File: src/rtl/sram_frame_reader.sv
// Read-side initiator for the 1RW1R SRAM: issues burst reads on the read port,
// tracks the fixed two-cycle latency and streams words out through a 4-deep FWFT FIFO.
module sram_frame_reader #(
  parameter int ASIZE = 8,
  parameter int DSIZE = 24
) (
  input  logic             clk,
  input  logic             rst_n,
  input  logic             start,
  input  logic [ASIZE-1:0] base_addr,
  input  logic [ASIZE:0]   length,
  output logic             mem_cs_n,
  output logic [ASIZE-1:0] mem_addr,
  input  logic [DSIZE-1:0] mem_rdata,
  output logic             pix_valid,
  output logic [DSIZE-1:0] pix_data,
  output logic             pix_last,
  input  logic             pix_ready,
  output logic             busy,
  output logic             done
);

  // Output handshake: a word transfers in any cycle where pix_valid and pix_ready
  // are both 1; while pix_valid=1 and pix_ready=0 the word and its last flag hold.
  typedef enum logic [1:0] {IDLE, READ, DRAIN} state_e;

  state_e           state_q, state_d;
  logic [ASIZE-1:0] base_q, base_d;
  logic [ASIZE-1:0] addr_q, addr_d;
  logic [ASIZE:0]   len_q, len_d;
  logic [ASIZE:0]   issued_q, issued_d, issued_nxt;
  logic [1:0]       pv_q, pv_d;
  logic [1:0]       pl_q, pl_d;
  logic             done_q, done_d;
  logic [DSIZE-1:0] fifo_data_q [4];
  logic [3:0]       fifo_last_q;
  logic [1:0]       wr_q, wr_d, rd_q, rd_d;
  logic [2:0]       cnt_q, cnt_d;
  logic [2:0]       inflight;
  logic             credit, issue, issue_last, push, pop, bypass;

  assign issued_nxt = issued_q + (ASIZE+1)'(1);
  assign issue_last = (issued_nxt == len_q);
  assign inflight   = {2'b00, pv_q[0]} + {2'b00, pv_q[1]};
  // Reads already in flight reserve a FIFO slot, so back-pressure can never overflow it.
  assign credit     = (cnt_q + inflight) < 3'd4;

  // An arriving word falls straight through when the FIFO is empty.
  assign push      = pv_q[1];
  assign bypass    = (cnt_q == 3'd0) && pv_q[1];
  assign pix_valid = (cnt_q != 3'd0) || pv_q[1];
  assign pix_data  = bypass ? mem_rdata : fifo_data_q[rd_q];
  assign pix_last  = pix_valid && (bypass ? pl_q[1] : fifo_last_q[rd_q]);
  assign pop       = pix_valid && pix_ready;

  assign mem_cs_n = ~issue;
  assign mem_addr = addr_d;
  assign busy     = (state_q != IDLE);
  assign done     = done_q;

  always_comb begin
    state_d  = state_q;
    base_d   = base_q;
    len_d    = len_q;
    issued_d = issued_q;
    done_d   = 1'b0;
    issue    = 1'b0;
    unique case (state_q)
      IDLE: begin
        if (start) begin
          base_d   = base_addr;
          len_d    = length;
          issued_d = '0;
          if (length != '0) state_d = READ;
          else              done_d  = 1'b1;
        end
      end
      READ: begin
        if (credit) begin
          issue    = 1'b1;
          issued_d = issued_nxt;
          if (issue_last) state_d = DRAIN;
        end
      end
      DRAIN: begin
        if (pop && pix_last) begin
          state_d = IDLE;
          done_d  = 1'b1;
        end
      end
      default: state_d = IDLE;
    endcase
  end

  always_comb begin
    addr_d = issue ? (base_q + issued_q[ASIZE-1:0]) : addr_q;
    pv_d   = {pv_q[0], issue};
    pl_d   = {pl_q[0], issue & issue_last};
    wr_d   = wr_q + {1'b0, push};
    rd_d   = rd_q + {1'b0, pop};
    cnt_d  = cnt_q + {2'b00, push} - {2'b00, pop};
  end

  always_ff @(posedge clk or negedge rst_n) begin
    if (!rst_n) begin
      state_q     <= IDLE;
      base_q      <= '0;
      addr_q      <= '0;
      len_q       <= '0;
      issued_q    <= '0;
      pv_q        <= '0;
      pl_q        <= '0;
      done_q      <= 1'b0;
      wr_q        <= '0;
      rd_q        <= '0;
      cnt_q       <= '0;
      fifo_last_q <= '0;
      for (int i = 0; i < 4; i++) fifo_data_q[i] <= '0;
    end else begin
      state_q  <= state_d;
      base_q   <= base_d;
      addr_q   <= addr_d;
      len_q    <= len_d;
      issued_q <= issued_d;
      pv_q     <= pv_d;
      pl_q     <= pl_d;
      done_q   <= done_d;
      wr_q     <= wr_d;
      rd_q     <= rd_d;
      cnt_q    <= cnt_d;
      if (push) begin
        fifo_data_q[wr_q] <= mem_rdata;
        fifo_last_q[wr_q] <= pl_q[1];
      end
    end
  end

endmodule
File: config.mk
export PLATFORM = sky130hd
export DESIGN_NAME = sram_frame_reader
export DESIGN_NICKNAME = d
export VERILOG_FILES = /design/src/rtl/sram_frame_reader.sv
export SDC_FILE = /design/constraint.sdc
export NUM_CORES = 1
export LEC_CHECK = 0
export BUFFER_PORTS_ARGS = -buffer_cell sky130_fd_sc_hd__buf_2
export CAP_MARGIN = 5
export CORE_ASPECT_RATIO = 0.5
export CORE_MARGIN = 2
export CORE_UTILIZATION = 61
export CTS_BUF_LIST = sky130_fd_sc_hd__clkbuf_4
export CTS_CLUSTER_SIZE = 28
export DETAILED_ROUTE_END_ITERATION = 8
export PLACE_DENSITY = 0.83
export SKIP_CTS_REPAIR_TIMING = 1
export SLEW_MARGIN = 15
export SYNTH_ARGS = -nofsm -noshare
export SYNTH_HDL_FRONTEND = slang
export SYNTH_SLANG_ARGS = --single-unit
File: constraint.sdc
create_clock -name clk -period 2.75 [get_ports clk]
set_input_delay 0.1375 -clock clk [delete_from_list [all_inputs] [get_ports clk]]
set_output_delay 0.1375 -clock clk [all_outputs]
set_load 0.005 [all_outputs]
==> reports/qor.yml, run 1 <==
dieWidth_um: 157
h-tree-depth: 4
skew_ns: 0.0170
hp-start: "start"
core_area_um2: 11200
clkSinkCount: 148
synth_most_common_cell: "dfrtp_1"
vias: 4634
drcViolationCount: 0
layout.nets: 704
p_switching_mw: 3.77
p_seq_share_pct: 37.0
fin_crit_sh_pct: 97.6
grt_antenna_before_repair: 0
crit_chain: "ha_2 > inv_1 > fa_2 > inv_1 > a21oi_1 > o21bai_1 > a31oi_1 > xor2_1 > o21ai_1 > buf_2"
swShare_pct: 35.6
reg2reg_slack_ns: 0.35
slew-limit-headroom_pct: 52.7
hold_ws_ns: 0.00898
synth-seq-cells: 148
drv_slew: 0
totalPowerFinal_mw: 10.6
max_stage_delay_ns: 0.42
die_h_um: 80.3
hold_class: "primary input to flop"
crit_required_ns: 2.61
start_util_pct: 63.6
tightest_slew_ns: 0.707
finalCriticalPeriod_ns: 2.68
dr.pass1.iters: 4
path_clk_slew_ns: 0.12
crit_buf_inv: 3
cts_buffer_depth: 2
netlist_instances: 514
power_frac_clock_pct: 13.1
dp.cells: 739
wire_per_inst_um: 18.0
fmaxAchievable_mhz: 372
grt_pass1_vias: 4667
worst_path_max_delay_cell: "dfrtp_2"
crit_family: "compound AO/OA/AOI/OAI gates"
gp_routability_congestion: 0.858
finalWirelength_um: 14700
startpoint_type: "flop"
ys_warn_count: 0
peakVddDrop_uv: 878
io_pins: 82
grt_start_max_net_pins: 81
avgSynthCellArea_um2: 13.8
p_int_mw: 6.81
setup_tns_ns: 0
synth_fp_nets: 574
timing.rr.end: "cnt_q[2]"
num_rows: 27
grt_pass1_wl_um: 23400
hold_violations: 0
synth_cell_types: 41
gr-total-overflow: 0
yosys-top-cells-area: "dfrtp_1, mux2_2, mux4_2"
synth_ff_type: "dfrtp_1"
cts_root_buffer: "clkbuf_4"
p_leak_nw: 3.72
hold_path_end: "done"
netlist_area_um2: 7110
yosysTopAreaCell: "dfrtp_1"
end_kind: "output port"
drive_gt1_share_pct: 46.4
viasPerCell: 5.67
outcome: "completed"
whs_path_depth: 5
yosysTopAreaCellShare_pct: 52.1
antenna_left: 0
comb_power_share_pct: 49.9
cp.arrival_ns: 2.55
seq_area_frac_synth_pct: 52.1
synth_edf_count: 0
cap_violations: 0
die-area_um2: 12600
final_cells: 817
r2r_start: "cnt_q[0]"
dp_hpwl_um: 9430
drt_iter0_markers: 259
syn_to_final_growth_pct: 19.6
clk_latency_ns: 0.55
gr-usage-all-layers_pct: 24.6
finalSetupViolCount: 0
synth_commonest_cells: "dfrtp_1, mux2_2, mux4_2"
powerDensity_nw_per_um2: 1240
rr_worst_depth: 9
tritoncts: "done"
cts_made_buffers: 17
io_buffers: 81
crit_top_cell: "inv_1"
criticalPathCategory: "flop to output port"
synthArstFlopShare_pct: 100
cp_max_fo: 5
## through the flow
stage / worst slack, ns / area, um2 / utilization (%)
floorplan: 0.548 / 7110 / -
global placement: 0.514 / 7740 / 69.2
detailed placement: 0.383 / 7740 / 69.2
CTS: -0.0940 / 8030 / 71.8
global route: -0.0909 / 8490 / 76.0
finish: 0.0654 / 8500 / 76.0
## tightest hold or removal path, stage by stage
cell and delay, ns:
buf_2 0.10, inv_1 0.06, nor3_1 0.05, a31oi_1 0.13, nor2_1 0.05
## layer usage
metal	routed length, um	up-vias	global-route usage [%]
li1	-	2151	-
met1	6610	2348	33.7
met2	7200	117	39.9
met3	654	18	4.53
met4	206	0	9.08
met5	0	-	0
## how the worst max path moves through the flow
stage | from | end | slack [ns] | cells after the start
after global routing | issued_q[0] | mem_addr[6] | -0.09 | 10
final | issued_q[0] | mem_addr[6] | 0.07 | 10
after floorplan | cnt_q[0] | cnt_q[2] | 0.55 | 9
after CTS | issued_q[0] | mem_addr[6] | -0.09 | 10
after global placement | cnt_q[0] | cnt_q[2] | 0.51 | 9
after detailed placement | cnt_q[0] | cnt_q[2] | 0.38 | 9
## power by group through the flow
stage          Clock, mW  Sequential (mW)  Combinational (mW)
6_report            1.39             3.91                5.28
5_1_grt             1.52             4.05                5.81
4_1_cts             1.42             3.91                5.14
3_5_place_dp           0             3.96                5.11
3_3_place_gp           0             3.88                4.96
2_1_floorplan          0             3.64                3.83
## layout by cell type, fill, tap and decap left out, types with 2 or more instances in the layout
cell type      Yosys  final
clkbuf_4           0     18
clkinv_2           0      3
a21oi_1            7      6
clkinvlp_4         0      2
nand4_1            4      4
nand3b_1           3      3
buf_4              0     13
ha_1              13     12
dfrtp_1          148    147
xnor2_1           13     13
o21ai_0           16     11
o21bai_1           2      2
a22o_1             5      5
nor3_1            11     11
clkinv_4           0      4
nor2_1             6      6
o31ai_1            3      3
a31oi_1            4      4
nor2b_1            2      2
mux2_2           140    140
o21ai_1            1      5
buf_12             0      3
nand2_1           24     24
xor2_1            11     11
nand2b_1           2      2
dlygate4sd3_1      0     43
mux4_2            25     25
a21o_1             5      5
nand3_1            9      9
buf_2             13     80
and2_1             2      2
bufinv_16          0      2
inv_1             12     12
inv_6              0      2
or3_1              3      2
## final cells by class
class	instances	area [um2]
diodes	1	2.50
clock inverters	14	154
well taps	159	199
multi-input cells	324	3250
clock buffers	18	135
flip-flops and latches	148	3700
repair buffers	140	1000
fillers	690	2690
inverters	13	48.8
## registers in the layout, indices dropped and copies added, names as in the netlist, 3 cells and up
register / flops
cnt_q: 3
addr_q: 8
fifo_last_q: 4
len_q: 9
base_q: 8
fifo_data_q: 96
issued_q: 9
## cell families (layout without fill, tap and decap cells)
| logic type | after synthesis | in the layout | share of synthesized area (%) |
|---|---|---|---|
| other | 0 | 1 | 0 |
| flip-flops | 148 | 148 | 52.1 |
| multiplexers | 165 | 165 | 30.1 |
| buffers and inverters | 42 | 185 | 2.45 |
| AND/OR/NAND/NOR | 71 | 71 | 5.02 |
| adder cells (fa/ha/maj) | 15 | 15 | 2.85 |
| XOR/XNOR | 25 | 25 | 3.19 |
| AO/OA/AOI/OAI | 48 | 48 | 4.28 |
(Power assumes the default switching activity.)
==> run 2: changes to the inputs <==
Clock period 2.75 ns to 2.7 ns, I/O delays scaled along.
==> run 2 against run 1 <==
  * The run now ends with negative setup slack left
  * Power rose by 2.0%
  * Register-to-register slack got worse by 0.04 ns
  * Clock skew rose by 0.0041 ns
  * Die area did not move
  * Clock power rose by 8%
  * Critical endpoint unchanged
  * Largest cell class unchanged
  * Largest power group unchanged
==> reports/qor.yml, run 2 (synthesized netlist as in run 1, its figures left out) <==
outcome: "finished with violations"
violations: "negative setup slack"
skew_ns: 0.0211
drcViolationCount: 0
mostFrequentLayoutCells: "dfrtp_1, mux2_2, buf_2"
fin_crit_sh_pct: 100
finalSetupViolCount: 1
rsz0062_at_grt: "true"
crit_required_ns: 2.57
fmaxAchievable_mhz: 369
antenna_left: 0
die-area_um2: 12600
slew-limit-headroom_pct: 49.4
grt_pass1_wl_um: 22700
largest_reg_flops: 96
setup_tns_ns: -0.0124
crit_path_start: "issued_q[0]"
reg2reg_slack_ns: 0.31
vias: 4669
gr-total-overflow: 0
core_area_um2: 11200
dieWidth_um: 157
cts_root_buffer: "clkbuf_4"
dr.pass1.iters: 7
powerDensity_nw_per_um2: 1270
end_kind: "output port"
syn_to_final_growth_pct: 19.5
drt_iter0_markers: 267
startpoint_type: "flop"
start_util_pct: 63.6
cap_violations: 0
hold_class: "primary input to flop"
cp.arrival_ns: 2.58
r2r_start: "cnt_q[2]"
cts_buffer_depth: 2
io_buffers: 81
place_ws_ns: 0.381
final_common_cell: "dfrtp_1"
finalWorstSetupSlack_ns: -0.0124
drive_gt1_share_pct: 46.4
hold_violations: 0
grt_start_max_net_pins: 69
rr_worst_depth: 9
wire_per_inst_um: 18.0
grt_pass1_vias: 4572
drv_slew: 0
gp_routability_congestion: 0.871
top_regs: "fifo_data_q: 96 flops, issued_q: 9 flops, len_q: 9 flops"
tightest_slew_ns: 0.756
clk_latency_ns: 0.55
criticalPathCategory: "flop to output port"
p_leak_nw: 3.72
clkSinkCount: 148
critPathCapture: "mem_addr[6]"
hold_ws_ns: 0.0152
fill_cells: 708
gr-usage-all-layers_pct: 23.9
die_h_um: 80.3
dp_hpwl_um: 9110
h-tree-depth: 4
layout.nets: 703
cp_max_fo: 2
path_clk_slew_ns: 0.13
io_pins: 82
finalCriticalPeriod_ns: 2.71
peakVddDrop_uv: 902
viasPerCell: 5.74
whs_path_depth: 5
tritoncts: "done"
cts_made_buffers: 17
finalWirelength_um: 14700
num_rows: 27
grt_antenna_before_repair: 0
max_flop_register: "fifo_data_q"
timing.rr.end: "cnt_q[2]"
diodes: 0
[run 2: cell count changes in the layout (fill, tap and decap cells not counted), moves of 2 or more]
cell	delta
o21ai_0	+2
dfrtp_2	+2
clkinv_2	-2
o21ai_1	-2
dfrtp_1	-2
[run 2: layer usage]
| metal | global-route usage, % | wire [um] | up-vias | share of wire [%] |
|---|---|---|---|---|
| met1 | 32.3 | 6500 | 2380 | 44 |
| met4 | 8.35 | 240 | 0 | 1.6 |
| met3 | 5.13 | 582 | 21 | 4.0 |
| met5 | 0 | 0 | - | 0 |
| li1 | - | - | 2130 | - |
| met2 | 39.1 | 7340 | 138 | 50 |
[run 2: area by class of cell]
cell class | count | area [um2] | area share [%]
Multi-Input combinational cell | 324 | 3250 | 38.3
Tap cell | 159 | 199 | 2.34
Inverter | 13 | 48.8 | 0.574
Clock inverter | 14 | 179 | 2.11
Clock buffer | 17 | 128 | 1.50
Timing Repair Buffer | 139 | 980 | 11.5
Sequential cell | 148 | 3710 | 43.6
[run 2: worst min-delay path by stage]
stage                from              end  slack (ns)
floorplan           rst_n        addr_q[0]       -0.16
global placement    rst_n  fifo_data_q[56]        0.17
detailed placement  rst_n  fifo_data_q[78]        0.17
CTS                 rst_n  fifo_data_q[78]       -0.46
global route        start             done        0.05
finish              start             done        0.02
[run 2: critical path, stage by stage (launching register included)]
cell and delay, ns:
dfrtp_2 0.39, ha_1 0.18, inv_1 0.06, fa_1 0.40, inv_1 0.07, a21oi_1 0.06, o21bai_1 0.21, a31oi_1 0.13
xor2_1 0.15, o21ai_0 0.23, buf_2 0.16
[run 2: where the power goes]
group          total [mW]  internal [mW]  switching [mW]
Clock                1.50          0.652           0.851
Combinational        5.30           3.02            2.28
Sequential           3.98           3.29           0.690
Total                10.8           6.97            3.82
[run 2: metrics by stage]
step / total power, mW / utilization [%] / area (um2) / std cells
after floorplan: 7.62 / - / 7110 / 514
after detailed placement: 9.15 / 69.1 / 7730 / 739
after global routing: 11.5 / 76.0 / 8500 / 814
final: 10.8 / 76.0 / 8500 / 814
after CTS: 10.7 / 71.9 / 8040 / 770
after global placement: 8.95 / 69.1 / 7730 / 739
==> run 3: changes to the inputs <==
Settings changed: ABC_AREA from default to 1, BUFFER_PORTS_ARGS -buffer_cell sky130_fd_sc_hd__buf_2 to -buffer_cell sky130_fd_sc_hd__buf_4.
==> run 3 against run 2 <==
  * The flow now finishes without violations
  * Via count up 33%
  * Worst hold slack gained 0.11 ns
  * Register-to-register slack better by 0.11 ns
  * First-iteration DRC count increased by 93%
  * Combinational power rose by 4.7%
  * Routed wire length up 15%
  * Critical path depth increased by 1
  * Cell area is 1.9% higher
  * Largest cell class unchanged
==> reports/qor.yml, run 3 <==
outcome: "completed"
io_pins: 82
synth_most_common_cell: "nand2_1"
start_util_pct: 63.8
synth_ff_type: "dfrtp_1"
clk_latency_ns: 0.55
skew_ns: 0.0231
yosysTopAreaCellShare_pct: 51.7
slew-limit-headroom_pct: 35.2
core_area_um2: 11200
max_flop_register: "fifo_data_q"
fin_crit_sh_pct: 96.0
yosysTopAreaCell: "dfrtp_1"
vias: 6209
cts_made_buffers: 17
drv_slew: 0
grt_antenna_before_repair: 0
cap_violations: 0
finalWirelength_um: 16900
p_int_mw: 6.45
die-area_um2: 12700
avgSynthCellArea_um2: 8.39
grtUsageMet3_pct: 6.26
dr.pass1.iters: 5
place_ws_ns: 0.491
netlist_instances: 853
cp.arrival_ns: 2.46
diodes: 0
die_h_um: 80.6
num_rows: 27
mostFrequentLayoutCells: "nand2_1, o21ai_0, dfrtp_1"
grtUsageMet2_pct: 46.7
synthArstFlopShare_pct: 100
stdcell_area_um2: 8660
drive_gt1_share_pct: 16.6
syn_to_final_growth_pct: 20.9
grt_pass1_vias: 5810
synth-seq-cells: 148
finalCriticalPeriod_ns: 2.59
final_common_cell: "nand2_1"
fmaxAchievable_mhz: 386
cts_root_buffer: "clkbuf_4"
grt_use_met1_pct: 34.1
p_seq_share_pct: 35.0
tightest_slew_ns: 0.971
gr-total-overflow: 0
top_regs: "fifo_data_q: 96 flops, issued_q: 9 flops, len_q: 9 flops"
p_switching_mw: 4.59
grt.busiest_layer: "met2"
p_leak_nw: 4.26
hold_violations: 0
criticalPathCategory: "flop to output port"
antenna_left: 0
peakVddDrop_uv: 790
clkSinkCount: 148
drcViolationCount: 0
hold_class: "primary input to async pin"
cp_max_fo: 6
h-tree-depth: 4
final_cells: 1133
powerDensity_nw_per_um2: 1280
path_clk_slew_ns: 0.13
synth_edf_count: 0
netlist_area_um2: 7160
dp_hpwl_um: 10100
grt_start_max_net_pins: 62
largest_reg_flops: 96
finalSetupViolCount: 0
finalWorstSetupSlack_ns: 0.108
placed_area_um2: 7870
dieWidth_um: 157
wire_per_inst_um: 14.9
end_kind: "output port"
seq_area_frac_synth_pct: 51.7
ys_warn_count: 0
swShare_pct: 41.6
fill_cells: 798
viasPerCell: 5.48
tritoncts: "done"
grt_pass1_wl_um: 26800
power_frac_clock_pct: 14.7
cts_buffer_depth: 2
layout.nets: 1023
synth_commonest_cells: "nand2_1, o21ai_0, dfrtp_1"
synth_fp_nets: 913
crit_required_ns: 2.57
startpoint_type: "flop"
hold_ws_ns: 0.123
synth_cell_types: 37
drt_iter0_markers: 515
io_buffers: 81
yosys-top-cells-area: "dfrtp_1, nand2_1, o21ai_0"
comb_power_share_pct: 50.3
dp.cells: 1057
gp_routability_congestion: 0.872
gr-usage-all-layers_pct: 27.0
run 3: cell families after synthesis:
| kind of cell | synth area share, % |
|---|---|
| xor+xnor | 1.22 |
| flops | 51.7 |
| compound gates | 17.0 |
| buf+inv | 6.50 |
| mux | 1.42 |
| simple gates | 19.3 |
| fa+ha+maj | 2.83 |
run 3: critical path, stage by stage, from the launching register on:
cell	delay (ns)
dfrtp_1	0.47
ha_1	0.38
a21oi_1	0.22
o21ai_2	0.10
nand2_1	0.07
nand2_1	0.05
nand2_1	0.05
nand2_1	0.06
or2_2	0.27
nand3_1	0.07
nand2_1	0.07
buf_4	0.13
run 3: path summary, 6_finish.rpt:
kind	slack (ns)	endpoint	cells after the start	start
max in group asynchronous	1.72	fifo_data_q[16]	3	rst_n
min	0.12	addr_q[2]	2	rst_n
min reg2reg	0.36	pl_q[1]	0	pl_q[0]
max	0.11	mem_addr[6]	11	issued_q[3]
max reg2reg	0.42	cnt_q[2]	10	cnt_q[1]
min in group clk	0.36	base_q[2]	3	base_addr[2]
run 3: power by group through the flow:
stage / registers (mW) / clock network [mW] / logic (mW)
final: 3.86 / 1.63 / 5.55
after global routing: 3.98 / 1.73 / 6.27
after CTS: 3.85 / 1.63 / 5.45
after detailed placement: 3.90 / 0 / 5.41
after global placement: 3.83 / 0 / 5.24
after floorplan: 3.72 / 0 / 3.70
run 3: cell type report:
type	instances	area [um2]	share of cell area (%)
clock buffer	19	143	1.65
tap	159	199	2.30
clock inverter	11	185	2.14
inverter	70	268	3.09
multi-input combinational	591	3010	34.7
timing repair buffer	135	1150	13.3
sequential	148	3700	42.8
run 3: per-layer routing:
metal | up-vias | routed length (um) | part of all wire, %
met2 | 181 | 8440 | 50
met4 | 0 | 229 | 1.4
li1 | 3029 | - | -
met1 | 2975 | 7370 | 44
met5 | - | 0 | 0
met3 | 24 | 812 | 4.8
run 3: stage by stage:
step	total power [mW]	setup TNS, ns	utilization, %
final	11.0	0	77.2
after detailed placement	9.31	0	70.2
after CTS	10.9	-0.0509	73.1
after global routing	12.0	-0.0554	77.2
after floorplan	7.43	0	-
after global placement	9.07	0	70.2
